<file path="src/rtl/prog_memory_loader.sv">
// prog_memory_loader: program memory for the fetch stage with a byte-stream loader.
// Fetch reads happen on the falling clock edge. Loader writes happen on the rising edge.
// The loader packs bytes, most significant byte first, into words.
// It writes each completed word at the next sequential address.
// A load ends when the memory is full. If PROG_MEM_HALT_DETECT_EN is defined, a load
// also ends when the completed word equals HALT_WORD.
module prog_memory_loader #(
    parameter int                     NB_DATA_BUS = 32,
    parameter int                     N_ADDRESS   = 64,
    parameter int                     NB_ADDRESS  = $clog2(N_ADDRESS),
    parameter int                     NB_BYTE     = 8,
    parameter logic [NB_DATA_BUS-1:0] HALT_WORD   = 32'hFFFF_FFFF
) (
    input  logic                  i_clk,
    input  logic                  i_rst_n,
    input  logic [NB_ADDRESS-1:0] i_r_addr,
    input  logic                  i_r_en,
    output logic [NB_DATA_BUS-1:0] o_r_data,
    input  logic                  i_load_start,
    input  logic [NB_BYTE-1:0]    i_load_byte,
    input  logic                  i_load_valid,
    output logic                  o_load_ready,
    output logic                  o_loaded,
    output logic                  o_busy,
    output logic [NB_ADDRESS:0]   o_word_count
);

    localparam int                    BPW       = NB_DATA_BUS / NB_BYTE;
    localparam int                    NB_BCNT   = (BPW > 1) ? $clog2(BPW) : 1;
    localparam logic [NB_BCNT-1:0]    LAST_BYTE = NB_BCNT'(BPW - 1);
    localparam logic [NB_ADDRESS:0]   DEPTH     = (NB_ADDRESS + 1)'(N_ADDRESS);

    typedef enum logic [1:0] {IDLE, LOAD, DONE} state_t;

    state_t                  state_q, state_d;
    logic [NB_BCNT-1:0]      bcnt_q, bcnt_d;
    logic [NB_ADDRESS-1:0]   waddr_q, waddr_d;
    logic [NB_ADDRESS:0]     wcnt_q, wcnt_d;
    logic [NB_DATA_BUS-1:0]  asm_q, asm_d;
    logic                    halt_q, halt_d;
    logic [NB_DATA_BUS-1:0]  r_data_q;

    logic [NB_DATA_BUS-1:0]  mem [N_ADDRESS];

    logic [NB_DATA_BUS+NB_BYTE-1:0] asm_shift;
    logic [NB_DATA_BUS-1:0]  wr_word;
    logic                    wr_en;
    logic                    clear;
    logic                    load_end;
    logic                    halt_en;

`ifdef PROG_MEM_HALT_DETECT_EN
    assign halt_en = 1'b1;
`else
    assign halt_en = 1'b0;
`endif

    // Shifting through a wider vector also covers the case of one byte per word.
    assign asm_shift = {asm_q, i_load_byte};
    assign wr_word   = asm_shift[NB_DATA_BUS-1:0];

    // The load ends one edge after the last write (memory full or halt word).
    // Until then, no further bytes are accepted.
    assign load_end  = (wcnt_q == DEPTH) || halt_q;

    assign o_r_data     = r_data_q;
    assign o_word_count = wcnt_q;

    // Next-state logic, loader datapath and status outputs.
    always_comb begin
        state_d      = state_q;
        bcnt_d       = bcnt_q;
        waddr_d      = waddr_q;
        wcnt_d       = wcnt_q;
        asm_d        = asm_q;
        halt_d       = halt_q;
        wr_en        = 1'b0;
        clear        = 1'b0;
        o_load_ready = 1'b0;
        o_busy       = 1'b0;
        o_loaded     = 1'b0;

        case (state_q)
            IDLE: begin
                if (i_load_start) begin
                    state_d = LOAD;
                    clear   = 1'b1;
                end
            end
            LOAD: begin
                o_busy       = 1'b1;
                o_load_ready = !load_end;
                if (i_load_start) begin
                    // A restart wins over a byte offered in the same cycle.
                    clear = 1'b1;
                end else if (load_end) begin
                    state_d = DONE;
                end else if (i_load_valid) begin
                    asm_d = wr_word;
                    if (bcnt_q == LAST_BYTE) begin
                        bcnt_d  = '0;
                        wr_en   = 1'b1;
                        waddr_d = waddr_q + 1'b1;
                        wcnt_d  = wcnt_q + 1'b1;
                        halt_d  = halt_en && (wr_word == HALT_WORD);
                    end else begin
                        bcnt_d = bcnt_q + 1'b1;
                    end
                end
            end
            DONE: begin
                o_loaded = 1'b1;
                if (i_load_start) begin
                    state_d = LOAD;
                    clear   = 1'b1;
                end
            end
            default: state_d = IDLE;
        endcase

        if (clear) begin
            bcnt_d  = '0;
            waddr_d = '0;
            wcnt_d  = '0;
            halt_d  = 1'b0;
            asm_d   = '0;
        end
    end

    // FSM and loader counters; an asynchronous reset returns the loader to IDLE.
    always_ff @(posedge i_clk or negedge i_rst_n) begin
        if (!i_rst_n) begin
            state_q <= IDLE;
            bcnt_q  <= '0;
            waddr_q <= '0;
            wcnt_q  <= '0;
            halt_q  <= 1'b0;
        end else begin
            state_q <= state_d;
            bcnt_q  <= bcnt_d;
            waddr_q <= waddr_d;
            wcnt_q  <= wcnt_d;
            halt_q  <= halt_d;
        end
    end

    // The assembly register is pure data. A cleared byte counter invalidates it.
    always_ff @(posedge i_clk) begin
        asm_q <= asm_d;
    end

    // Word write on the edge that accepts the last byte. Contents survive reset.
    always_ff @(posedge i_clk) begin
        if (wr_en) begin
            mem[waddr_q] <= wr_word;
        end
    end

    // Fetch port: falling-edge registered read, holds when not enabled.
    always_ff @(negedge i_clk or negedge i_rst_n) begin
        if (!i_rst_n) begin
            r_data_q <= '0;
        end else if (i_r_en) begin
            r_data_q <= mem[i_r_addr];
        end
    end

endmodule

</file>
<file path="config.mk">
export PLATFORM = sky130hd
export DESIGN_NAME = prog_memory_loader
export DESIGN_NICKNAME = d
export VERILOG_FILES = /design/src/rtl/prog_memory_loader.sv
export SDC_FILE = /design/constraint.sdc
export NUM_CORES = 2
export LEC_CHECK = 0
export ABC_CLOCK_PERIOD_IN_PS = 5750
export CAP_MARGIN = 20
export CORE_MARGIN = 10
export CORE_UTILIZATION = 50
export DETAILED_ROUTE_END_ITERATION = 8
export MAX_ROUTING_LAYER = met4
export PLACE_DENSITY = 0.65
export SLEW_MARGIN = 30
export SYNTH_ARGS = -nofsm -noshare
export SYNTH_HDL_FRONTEND = slang
export SYNTH_SLANG_ARGS = --single-unit
</file>
<file path="constraint.sdc">
create_clock -name i_clk -period 5.75 [get_ports i_clk]
set_input_delay 1.15 -clock i_clk [delete_from_list [all_inputs] [get_ports i_clk]]
set_output_delay 1.15 -clock i_clk [all_outputs]
set_load 0.005 [all_outputs]
</file>
==> run_results.csv <==
group,metric,value,unit
outcome,outcome,"finished, violations left",
outcome,violations,"setup timing",
sta,finalMaxSlewViolations,0,
detailed_routing,drc,0,
power,powerDensity,333,nW/um^2
floorplanning,fp.dieArea,179000,um^2
min_path,min_from,"asm_q[0]$_SDFFE_PN0P_",
setup_path,reg2reg_depth,7,
sta,setup_viol,9,
floorplanning,core_area,161000,um^2
min_path,hold_path_depth,2,
setup_path,reg2reg_slack,450,ps
finish,nets,4761,
global_route,grt.overflow.total,0,
synth,netlist_top_cells_area,"edfxtp_1, mux4_2, mux2i_1",
power,ir_drop,0.000324,V
detailed_routing,num_vias,43800,
synth,seq_area_frac_synth,77.7,%
synth,synthArstFlopShare,2.31,%
detailed_routing,first_pass_iters,7,
clocking,clk-insertion-delay-late,850,ps
clocking,cts_root_buffer,"clkbuf_16",
floorplanning,io_pins,61,
clocking,cts_tree,"built",
global_route,antenna_found_initial,9,
synth,synth_most_common_cell,"edfxtp_1",
finish,synthToLayoutAreaGrowth,18.3,%
setup_path,worst_path_most_repeated_cell,"buf_12",
sta,tightestPinTransition,1050,ps
synth,postSynth.topFlopCell,"edfxtp_1",
setup_path,criticalPathCategory,"in -> reg",
detailed_routing,ant_nets,0,
power,swShare,21.9,%
run,maxCapViolCount,0,
place,hpwl,143000,um
min_path,hold_path_class,"reg -> reg",
sta,slew_headroom,29.7,%
detailed_routing,wl_per_cell,32.3,um
global_route,track_usage,26.0,%
synth,syn-cell-area,81400,um^2
floorplanning,start_util,50.5,%
power,power.leakage,0.0327,uW
synth,synth_nets,4142,
synth,yosys.area.top_type,"edfxtp_1",
synth,synth_common_cells,"edfxtp_1, mux2i_1, mux4_2, a22oi_1, nand2_1",
sta,rsz0062_at_grt,"true",
global_route,grt_pass1_vias,42800,
global_route,grt_max_degree,67,
synth,synthCells,4119,
place,gp_congestion,0.939,
floorplanning,die_w,423,um
detailed_routing,drt_iter0_markers,5982,
sta,fin_ws,-82.4,ps
clocking,htreeDepth,4,
setup_path,critPathMaxFanout,15,
floorplanning,row_count,147,
place,io_buffers,60,
sta,finalHoldViolations,0,
power,combPwrFrac,5.9,%
power,switchingPower,7010,uW
detailed_routing,wl,229000,um
synth,netlist-cell-type-count,56,
sta,fin_skew,129,ps
synth,synth_seq_cells,2121,
synth,synth.top_cell.area_share,75.6,%
synth,synth_edf_count,2048,
power,p_int,25000,uW
setup_path,critical_path.endpoint_type,"register",
setup_path,timing.rr.start,"mem[23][23]$_DFFE_PP_",
setup_path,required,3460,ps
setup_path,cp_cell_sequence,"dlygate4sd2_1, buf_6, nand2_1, buf_12, buf_12, buf_4, o22ai_1, o21ai_2, nand4_1, a221o_1",
finish,drive_gt1_share,26.0,%
power,seq_power_share,53.4,%
setup_path,crit_arrival,3540,ps
sta,tns,-400,ps
clocking,cts_made_buffers,204,
clocking,cts.path.max_buffers,3,
setup_path,max_stage_delay,450,ps
floorplanning,die_h,423,um
clocking,path_clk_slew,60,ps
setup_path,crit_slowest_cell,"a221o_1",
clocking,cts.sinks,2121,
min_path,min_delay_worst_endpoint,"asm_q[8]$_SDFFE_PN0P_",
setup_path,r2r-end,"o_r_data[23]$_DFFE_NN0P_",
synth,avgSynthCellArea,19.8,um^2
power,clkPwrFrac,40.7,%
global_route,grt_first_pass_wirelength,325000,um
setup_path,start_kind,"input pin",
synth,yosys_warnings,0,
sta,timing.hold.ws,455,ps
detailed_routing,vias_per_cell,6.19,
## placed cells by master (no fill, tap or decap), types with 8 or more instances in the layout
cell,instances
a21oi_1,33
a221o_1,32
a221oi_1,63
a22oi_1,191
buf_12,95
buf_2,9
buf_4,491
bufinv_16,14
clkbuf_1,56
clkbuf_16,205
clkbuf_8,8
clkdlybuf4s50_1,14
clkinv_1,48
clkinv_2,31
dfrtn_1,32
dfrtp_1,17
dfxtp_2,20
dlygate4sd2_1,32
edfxtp_1,2048
mux2i_1,513
mux4_2,256
nand2_1,186
nand2b_1,28
nand3_1,8
nand4_1,35
nor2_1,69
nor2_4,66
nor3_1,31
o21ai_0,41
o21ai_1,17
o221ai_1,32
o22ai_1,64
## metrics by stage
| stage | power, uW | std cells | instance area, um^2 | util, % | setup WS (ps) |
|---|---|---|---|---|---|
| final | 32100 | 7076 | 96200 | 59.7 | -82.4 |
| after global routing | 32900 | 7073 | 96200 | 59.7 | -13.4 |
| after detailed placement | 19300 | 6686 | 89600 | 55.6 | -1370 |
| after CTS | 32200 | 7068 | 96100 | 59.6 | -5.16 |
| after global placement | 19300 | 6683 | 89500 | 55.5 | -1380 |
| after floorplan | 18200 | 4119 | 81400 | - | 5.48 |
## how the worst max path moves through the flow
stage | startpoint | end | depth (start not counted)
6_report | i_r_addr[5] | o_r_data[21]$_DFFE_NN0P_ | 10
4_1_cts | i_r_addr[5] | o_r_data[18]$_DFFE_NN0P_ | 10
5_1_grt | i_r_addr[5] | o_r_data[21]$_DFFE_NN0P_ | 10
2_1_floorplan | i_r_addr[2] | o_r_data[16]$_DFFE_NN0P_ | 8
3_3_place_gp | i_r_addr[5] | o_r_data[7]$_DFFE_NN0P_ | 10
3_5_place_dp | i_r_addr[5] | o_r_data[7]$_DFFE_NN0P_ | 10
## registers in the layout (all words and copies together) (netlist names)
register / cells
o_r_data: 32
state_q: 2
mem: 2048
o_word_count: 7
waddr_q: 6
bcnt_q: 2
asm_q: 24
## layout make-up
type / count / area (um^2)
antenna: 6 / 15.0
timing repair buffer: 657 / 6320
sequential: 2121 / 63200
multi-input combinational: 1750 / 17400
tap: 2160 / 2700
fill: 11600 / 64900
inverter: 4 / 15.0
clock buffer: 269 / 5450
clock inverter: 109 / 1050
## worst max-delay path: cells and delay by family
family | cells | cell delay [ps]
AND/OR/NAND/NOR | 2 | 550
buffers and inverters | 5 | 980
AO/OA/AOI/OAI | 3 | 840
## per-layer routing
layer | GRT usage, % | wire length (um) | vias up
met1 | 34.5 | 88000 | 22800
met3 | 5.26 | 21600 | 507
met4 | 12.0 | 12500 | 0
met5 | - | 0 | -
met2 | 38.9 | 107000 | 2356
li1 | - | - | 18200
## timing repair
| action | in CTS | in global routing |
|---|---|---|
| hold buffers | 0 | 0 |
| setup endpoints to repair | 63 | 13 |
| pin swaps | 5 | 8 |
| resized for setup | 55 | 16 |
| buffers inserted | 4 | 0 |
## kinds of logic (layout without fill, tap and decap cells)
kind of cell	count (synthesis)	in the layout	synth area share (%)
flip-flops	2121	2121	77.7
multiplexers	770	770	13.4
XOR/XNOR	2	2	0.0215
other	0	6	0
adder cells (fa/ha/maj)	4	4	0.0615
buffers and inverters	248	1039	1.63
AO/OA/AOI/OAI	497	497	4.49
AND/OR/NAND/NOR	477	477	2.72
## power by group through the flow
stage | registers (uW) | clock network (uW) | logic, uW
floorplan | 17400 | 0 | 784
global placement | 17500 | 0 | 1840
detailed placement | 17500 | 0 | 1860
CTS | 17100 | 13200 | 1850
global route | 17100 | 13800 | 1950
finish | 17100 | 13000 | 1890
No activity file was read; power rests on OpenSTA's default activity.
